<file path="src/rtl/pcm_out_reader_if.sv">
// pcm_out_reader_if
// Bundles the PCM buffer read port and the sample output of the reader.
//   addr       : RAM read address (current read pointer), driven by the reader
//   d_in       : RAM read data, channel c at bits [c*DATA_W +: DATA_W]
//   dout       : registered output samples, same packing as d_in
//   dout_valid : one-cycle pulse when dout updates
// master = the reader, slave = RAM plus downstream consumer.
interface pcm_out_reader_if #(
    parameter int ADDR_W = 10,
    parameter int DATA_W = 16,
    parameter int NUM_CH = 2
);
    logic [ADDR_W-1:0]        addr;
    logic [NUM_CH*DATA_W-1:0] d_in;
    logic [NUM_CH*DATA_W-1:0] dout;
    logic                     dout_valid;

    modport master (output addr, input d_in, output dout, output dout_valid);
    modport slave  (input addr, output d_in, input dout, input dout_valid);
endinterface

</file>
<file path="src/rtl/pcm_out_reader.sv">
// pcm_out_reader
// Drains decoded PCM samples from a ping-pong ring region of the PCM buffer
// RAM, one address per rising edge of the asynchronous sample clock, and
// trades half-buffer credits with the decoder.
// Ports:
//   clk, rst_n     : system clock, asynchronous active-low reset
//   clr            : synchronous clear, same effect as reset, highest priority
//   sample_clk     : asynchronous sample-rate clock, rising edge = one sample
//   frame_done     : decoder filled one half of the ring (credit +1)
//   bus            : RAM read port (addr/d_in) and output word (dout/dout_valid)
//   half_free      : pulse, a half has been consumed and may be refilled
//   underrun       : sticky, a sample was muted for lack of credit
//   overflow       : sticky, frame_done arrived with both halves already full
//   missed         : sticky, a sample edge arrived while a fetch was in flight
module pcm_out_reader #(
    parameter int ADDR_W    = 10,
    parameter int DATA_W    = 16,
    parameter int NUM_CH    = 2,
    parameter int BASE_ADDR = 448,
    parameter int DEPTH     = 576,
    parameter int RD_LAT    = 1
) (
    input  logic             clk,
    input  logic             rst_n,
    input  logic             clr,
    input  logic             sample_clk,
    input  logic             frame_done,
    pcm_out_reader_if.master bus,
    output logic             half_free,
    output logic             underrun,
    output logic             overflow,
    output logic             missed
);
    localparam int W     = NUM_CH * DATA_W;
    localparam int LAT_W = $clog2(RD_LAT + 1);

    localparam logic [ADDR_W-1:0] FIRST_A  = ADDR_W'(BASE_ADDR);
    localparam logic [ADDR_W-1:0] MID_A    = ADDR_W'(BASE_ADDR + DEPTH / 2 - 1);
    localparam logic [ADDR_W-1:0] LAST_A   = ADDR_W'(BASE_ADDR + DEPTH - 1);
    localparam logic [LAT_W-1:0]  LAT_INIT = LAT_W'(RD_LAT);
    localparam logic [LAT_W-1:0]  LAT_LAST = LAT_W'(1);

    typedef enum logic {IDLE, FETCH} state_t;

    state_t            state_q, state_d;
    logic              s1_q, s1_d, s2_q, s2_d, s3_q, s3_d;
    logic [LAT_W-1:0]  lat_q, lat_d;
    logic              rd_mode_q, rd_mode_d;
    logic [ADDR_W-1:0] addr_q, addr_d;
    logic [W-1:0]      dout_q, dout_d;
    logic              vld_q, vld_d;
    logic              half_free_q, half_free_d;
    logic [1:0]        avail_q, avail_d;
    logic              underrun_q, underrun_d;
    logic              overflow_q, overflow_d;
    logic              missed_q, missed_d;
    logic              edge_det;
    logic              consume;

    assign edge_det = s2_q & ~s3_q;

    always_comb begin
        s1_d        = sample_clk;
        s2_d        = s1_q;
        s3_d        = s2_q;
        state_d     = state_q;
        lat_d       = lat_q;
        rd_mode_d   = rd_mode_q;
        addr_d      = addr_q;
        dout_d      = dout_q;
        vld_d       = 1'b0;
        avail_d     = avail_q;
        underrun_d  = underrun_q;
        overflow_d  = overflow_q;
        missed_d    = missed_q;
        consume     = 1'b0;

        unique case (state_q)
            IDLE: begin
                if (edge_det) begin
                    state_d   = FETCH;
                    lat_d     = LAT_INIT;
                    // Credit is judged once, at edge time; a half released
                    // during the fetch cannot turn this sample into a mute.
                    rd_mode_d = (avail_q != 2'd0);
                end
            end
            FETCH: begin
                if (edge_det) begin
                    missed_d = 1'b1;
                end
                if (lat_q == LAT_LAST) begin
                    state_d = IDLE;
                    vld_d   = 1'b1;
                    if (rd_mode_q) begin
                        dout_d  = bus.d_in;
                        addr_d  = (addr_q == LAST_A) ? FIRST_A : addr_q + 1'b1;
                        consume = (addr_q == MID_A) || (addr_q == LAST_A);
                    end else begin
                        dout_d     = '0;
                        underrun_d = 1'b1;
                    end
                end else begin
                    lat_d = lat_q - 1'b1;
                end
            end
        endcase

        half_free_d = consume;

        // A refill arriving together with a release leaves the credit unchanged.
        unique case ({frame_done, consume})
            2'b10: begin
                if (avail_q == 2'd2) begin
                    overflow_d = 1'b1;
                end else begin
                    avail_d = avail_q + 2'd1;
                end
            end
            2'b01:   avail_d = avail_q - 2'd1;
            default: avail_d = avail_q;
        endcase

        if (clr) begin
            s1_d        = 1'b0;
            s2_d        = 1'b0;
            s3_d        = 1'b0;
            state_d     = IDLE;
            lat_d       = '0;
            rd_mode_d   = 1'b0;
            addr_d      = FIRST_A;
            dout_d      = '0;
            vld_d       = 1'b0;
            half_free_d = 1'b0;
            avail_d     = 2'd0;
            underrun_d  = 1'b0;
            overflow_d  = 1'b0;
            missed_d    = 1'b0;
        end
    end

    always_ff @(posedge clk or negedge rst_n) begin
        if (!rst_n) begin
            s1_q        <= 1'b0;
            s2_q        <= 1'b0;
            s3_q        <= 1'b0;
            state_q     <= IDLE;
            lat_q       <= '0;
            rd_mode_q   <= 1'b0;
            addr_q      <= FIRST_A;
            dout_q      <= '0;
            vld_q       <= 1'b0;
            half_free_q <= 1'b0;
            avail_q     <= 2'd0;
            underrun_q  <= 1'b0;
            overflow_q  <= 1'b0;
            missed_q    <= 1'b0;
        end else begin
            s1_q        <= s1_d;
            s2_q        <= s2_d;
            s3_q        <= s3_d;
            state_q     <= state_d;
            lat_q       <= lat_d;
            rd_mode_q   <= rd_mode_d;
            addr_q      <= addr_d;
            dout_q      <= dout_d;
            vld_q       <= vld_d;
            half_free_q <= half_free_d;
            avail_q     <= avail_d;
            underrun_q  <= underrun_d;
            overflow_q  <= overflow_d;
            missed_q    <= missed_d;
        end
    end

    assign bus.addr       = addr_q;
    assign bus.dout       = dout_q;
    assign bus.dout_valid = vld_q;
    assign half_free      = half_free_q;
    assign underrun       = underrun_q;
    assign overflow       = overflow_q;
    assign missed         = missed_q;
endmodule

</file>
<file path="src/flat_wrapper.sv">
// flat-port wrapper written by rule: the top's interface ports become plain ports
module pcm_out_reader_flat 
#(
    parameter int ADDR_W    = 10,
    parameter int DATA_W    = 16,
    parameter int NUM_CH    = 2,
    parameter int BASE_ADDR = 448,
    parameter int DEPTH     = 576,
    parameter int RD_LAT    = 1
)
  (clk, rst_n, clr, sample_clk, frame_done, half_free, underrun, overflow, missed, bus_addr, bus_d_in, bus_dout, bus_dout_valid);
  pcm_out_reader_if #(.ADDR_W(ADDR_W), .DATA_W(DATA_W), .NUM_CH(NUM_CH)) bus_i ();
  input  logic clk;
  input  logic rst_n;
  input  logic clr;
  input  logic sample_clk;
  input  logic frame_done;
  output logic half_free;
  output logic underrun;
  output logic overflow;
  output logic missed;
  output wire logic [$bits(bus_i.addr)-1:0] bus_addr;
  input wire logic [$bits(bus_i.d_in)-1:0] bus_d_in;
  output wire logic [$bits(bus_i.dout)-1:0] bus_dout;
  output wire logic [$bits(bus_i.dout_valid)-1:0] bus_dout_valid;
  assign bus_addr = bus_i.addr;
  assign bus_i.d_in = bus_d_in;
  assign bus_dout = bus_i.dout;
  assign bus_dout_valid = bus_i.dout_valid;
  pcm_out_reader #(.ADDR_W(ADDR_W), .DATA_W(DATA_W), .NUM_CH(NUM_CH), .BASE_ADDR(BASE_ADDR), .DEPTH(DEPTH), .RD_LAT(RD_LAT)) u_core (.clk(clk), .rst_n(rst_n), .clr(clr), .sample_clk(sample_clk), .frame_done(frame_done), .bus(bus_i), .half_free(half_free), .underrun(underrun), .overflow(overflow), .missed(missed));
endmodule
</file>
<file path="config.mk">
export PLATFORM = sky130hd
export DESIGN_NAME = pcm_out_reader_flat
export DESIGN_NICKNAME = d
export VERILOG_FILES = /design/src/rtl/pcm_out_reader_if.sv /design/src/rtl/pcm_out_reader.sv /design/src/flat_wrapper.sv
export SDC_FILE = /design/constraint.sdc
export NUM_CORES = 1
export LEC_CHECK = 0
export CORE_MARGIN = 1.5
export CORE_UTILIZATION = 39
export DETAILED_ROUTE_END_ITERATION = 6
export HOLD_SLACK_MARGIN = 0.06
export PLACE_DENSITY = 0.75
export SLEW_MARGIN = 20
export SYNTH_ARGS = -nofsm -noshare
export SYNTH_HDL_FRONTEND = slang
export SYNTH_SLANG_ARGS = --single-unit
export TNS_END_PERCENT = 20
</file>
<file path="constraint.sdc">
create_clock -name clk -period 1.65 [get_ports clk]
set_input_delay 0.33 -clock clk [delete_from_list [all_inputs] [get_ports clk]]
set_output_delay 0.33 -clock clk [all_outputs]
set_load 0.005 [all_outputs]
</file>
==> impl_metrics.ini <==
[logic_synthesis]
ys_top_cells_by_count = dfrtp_1, a22o_1, nor2_1
synth_seq_cells = 55
yosys.area_share.simple_pct = 12.95
synth_top_cell_area_share_pct = 58.07
synth_cell_types = 39
synth_top_family_by_area = compound AO/OA/AOI/OAI gates
synth_area_leaders = dfrtp_1, a22o_1, dfstp_2
synthFlopType = dfrtp_1
synth_xor_area_share_pct = 3.908
muxShareOfSynthArea_pct = 0.9492
synth_fa_ha_area_share_pct = 0.5583
syn_inst = 187
synth-async-reset-ratio_pct = 100.0
synth.avg_cell_area_um2 = 11.98
synth_compound_area_share_pct = 16.92
ys_warn_count = 0
synth_area_leader_cell = dfrtp_1
synth-seq-area-share_pct = 61.59
synth-edff-count = 0
yosysMostFrequentCell = dfrtp_1
syn_nets = 225
synth_area_um2 = 2241

[setup_path]
slowest_stage = dfstp_2
path_class = flop to flop
r2r_end = u_core.overflow
end_kind = flop
cp-start-kind = flop
crit_cells = 5
cpPeakStageDelay_ns = 0.57
worstPathArrival_ns = 1.84
r2r-start = u_core.bus.addr[8]
rr_worst_depth = 5
critPathBufInv = 1
critPathLaunch = u_core.bus.addr[8]
critPathCapture = u_core.overflow
path_delay_family = simple AND/OR/NAND/NOR gates
critical_path.max_fanout = 4
required_ns = 1.85
path_cells = buf_6 > xor2_2 > or4_4 > a41oi_2 > nor2_1
r2r_setup_slack_ns = 0.003

[drt]
route.met3.wl_um = 399
ant_nets = 0
via_per_inst = 5.067
wl_um = 5263
route.detailed.drc = 0
wl_met1_um = 2323
top_layer = met4
wl_met2_um = 2471
drt-wirelength-per-cell_um = 14.62
first_iter_violations = 74
dr.pass1.iters = 4
vias = 1824

[pwr]
p_seq_share_pct = 59.4
p_leak_uw = 0.001572
ir_worst_vdd_uv = 414.2
p_sw_share_pct = 23.10
pwr-share-comb_pct = 9.4
power_density_nw_per_um2 = 673.8
clock_power_share_pct = 31.1
switching_power_uw = 536.3
internal_power_uw = 1785

[floorplan]
core_um2 = 5540
die_area_um2 = 6209
start_util_pct = 40.45
die_h_um = 78.80
rows = 27
ios = 84
die_x_um = 78.80

[clocking]
cts_buffer_depth = 2
cts_tree = done
htreeDepth = 2
numCtsBuffers = 5
clockRootBuffer = clkbuf_8
clock-sinks = 55
cts.clk_slew.worst_paths_ns = 0.09
clk_latency_ns = 0.31

[place]
gp_congestion = 0.8921
dpl.hpwl_um = 3827
port_buffers = 83

[cells_and_area]
syn2layout_area_growth_pct = 53.77
antenna_cells = 0
largest_reg_flops = 32
finalNetCount = 325
drive_gt1_share_pct = 16.32
fin_util_pct = 62.20

[timing]
fmax_mhz = 607.2
slew_viol_final = 0
min_period_ns = 1.647
relSlewSlack_pct = 70.24
fin_worst_skew_ns = 0.01297
worst_pin_slew_ns = 0.4465
setup_tns_ns = 0
hold_viol = 0
finalSetupViolations = 0
rsz0062_at_grt = true
period_share_pct = 99.82

[run]
max_cap_violations = 0

[global_routing]
antenna_found_initial = 0
grt_max_degree = 33
grt_pass1_vias = 1849
grt_pass1_wl_um = 8728
overflow = 0
grt.total_usage_pct = 18.13

[min_path]
hold_path_class = flop to flop

[outcome]
outcome = complete, no violations
[cell type report]
class                   instances  area, um2
flip-flops and latches         55       1381
inverters                       4      15.01
repair buffers                106       1055
well taps                      72      90.09
clock buffers                   6      72.57
fillers                       473       2095
clock inverters                 2      12.51
multi-input cells             115      819.5
[power by group through the flow]
stage,logic [uW],clock network (uW),registers [uW]
floorplan,70.1,0,1400
global placement,214,0,1410
detailed placement,218,0,1410
CTS,220,752,1380
global route,242,811,1380
finish,219,723,1380
[cells by family (layout without fill, tap and decap cells)]
logic type               count (synthesis)  count (layout)
flip-flops                              55              55
AO/OA/AOI/OAI                           46              46
AND/OR/NAND/NOR                         56              56
XOR/XNOR                                10              10
adder cells (fa/ha/maj)                  1               1
buffers and inverters                   17             118
multiplexers                             2               2
[worst min-delay path by stage]
| stage | end | cells after the start | slack, ns | start |
|---|---|---|---|---|
| 2_1_floorplan | u_core.avail_q[0] | 0 | 0.03 | rst_n |
| 3_3_place_gp | u_core.bus.dout[28] | 1 | 0.30 | rst_n |
| 3_5_place_dp | u_core.bus.dout[28] | 1 | 0.31 | rst_n |
| 4_1_cts | u_core.s2_q | 1 | 0.48 | u_core.s1_q |
| 5_1_grt | u_core.s2_q | 1 | 0.51 | u_core.s1_q |
| 6_report | u_core.s2_q | 1 | 0.47 | u_core.s1_q |
[metrics by stage]
step | power [uW] | setup slack [ns] | cell area (um2) | cells | hold slack (ns)
finish | 2322 | 0.002995 | 3446 | 360 | 0.4723
CTS | 2352 | -0.05123 | 3392 | 357 | 0.4764
global route | 2435 | -0.05265 | 3446 | 360 | 0.5093
global placement | 1619 | -0.04746 | 3276 | 346 | 0.3046
detailed placement | 1624 | -0.09825 | 3276 | 346 | 0.3059
floorplan | 1468 | 0.08202 | 2243 | 187 | 0.03441
[worst reg2reg max path, delay by kind of cell (launching register included)]
family                    cells  cell delay, ns
and+or+nand+nor               2            0.58
DFF                           1            0.57
AOI/OAI and AO/OA             1            0.22
buffers and inverters         1            0.11
xor gates and xnor gates      1            0.07
[cell usage in the layout, fill, tap and decap left out, types with 5 or more instances in the layout]
| cell | n |
|---|---|
| nand2_1 | 10 |
| dlygate4sd2_1 | 5 |
| buf_4 | 15 |
| dfrtp_1 | 51 |
| clkdlybuf4s50_1 | 74 |
| a22o_1 | 32 |
| nor2_1 | 19 |
| xor2_1 | 6 |
| clkbuf_8 | 5 |
| a21oi_1 | 5 |
[metal layers]
metal  GRT usage (%)  up-vias
li1                -      869
met1           23.92      877
met2           28.45       71
met3           5.862        7
met4           5.536        0
met5               0        -
[timing repair]
action,CTS,global route
hold buffers,1,0
resized for setup,9,8
hold endpoints to repair,14,0
setup endpoints to repair,7,11
buffers inserted,2,3
Power figures use the tool's default switching activity.
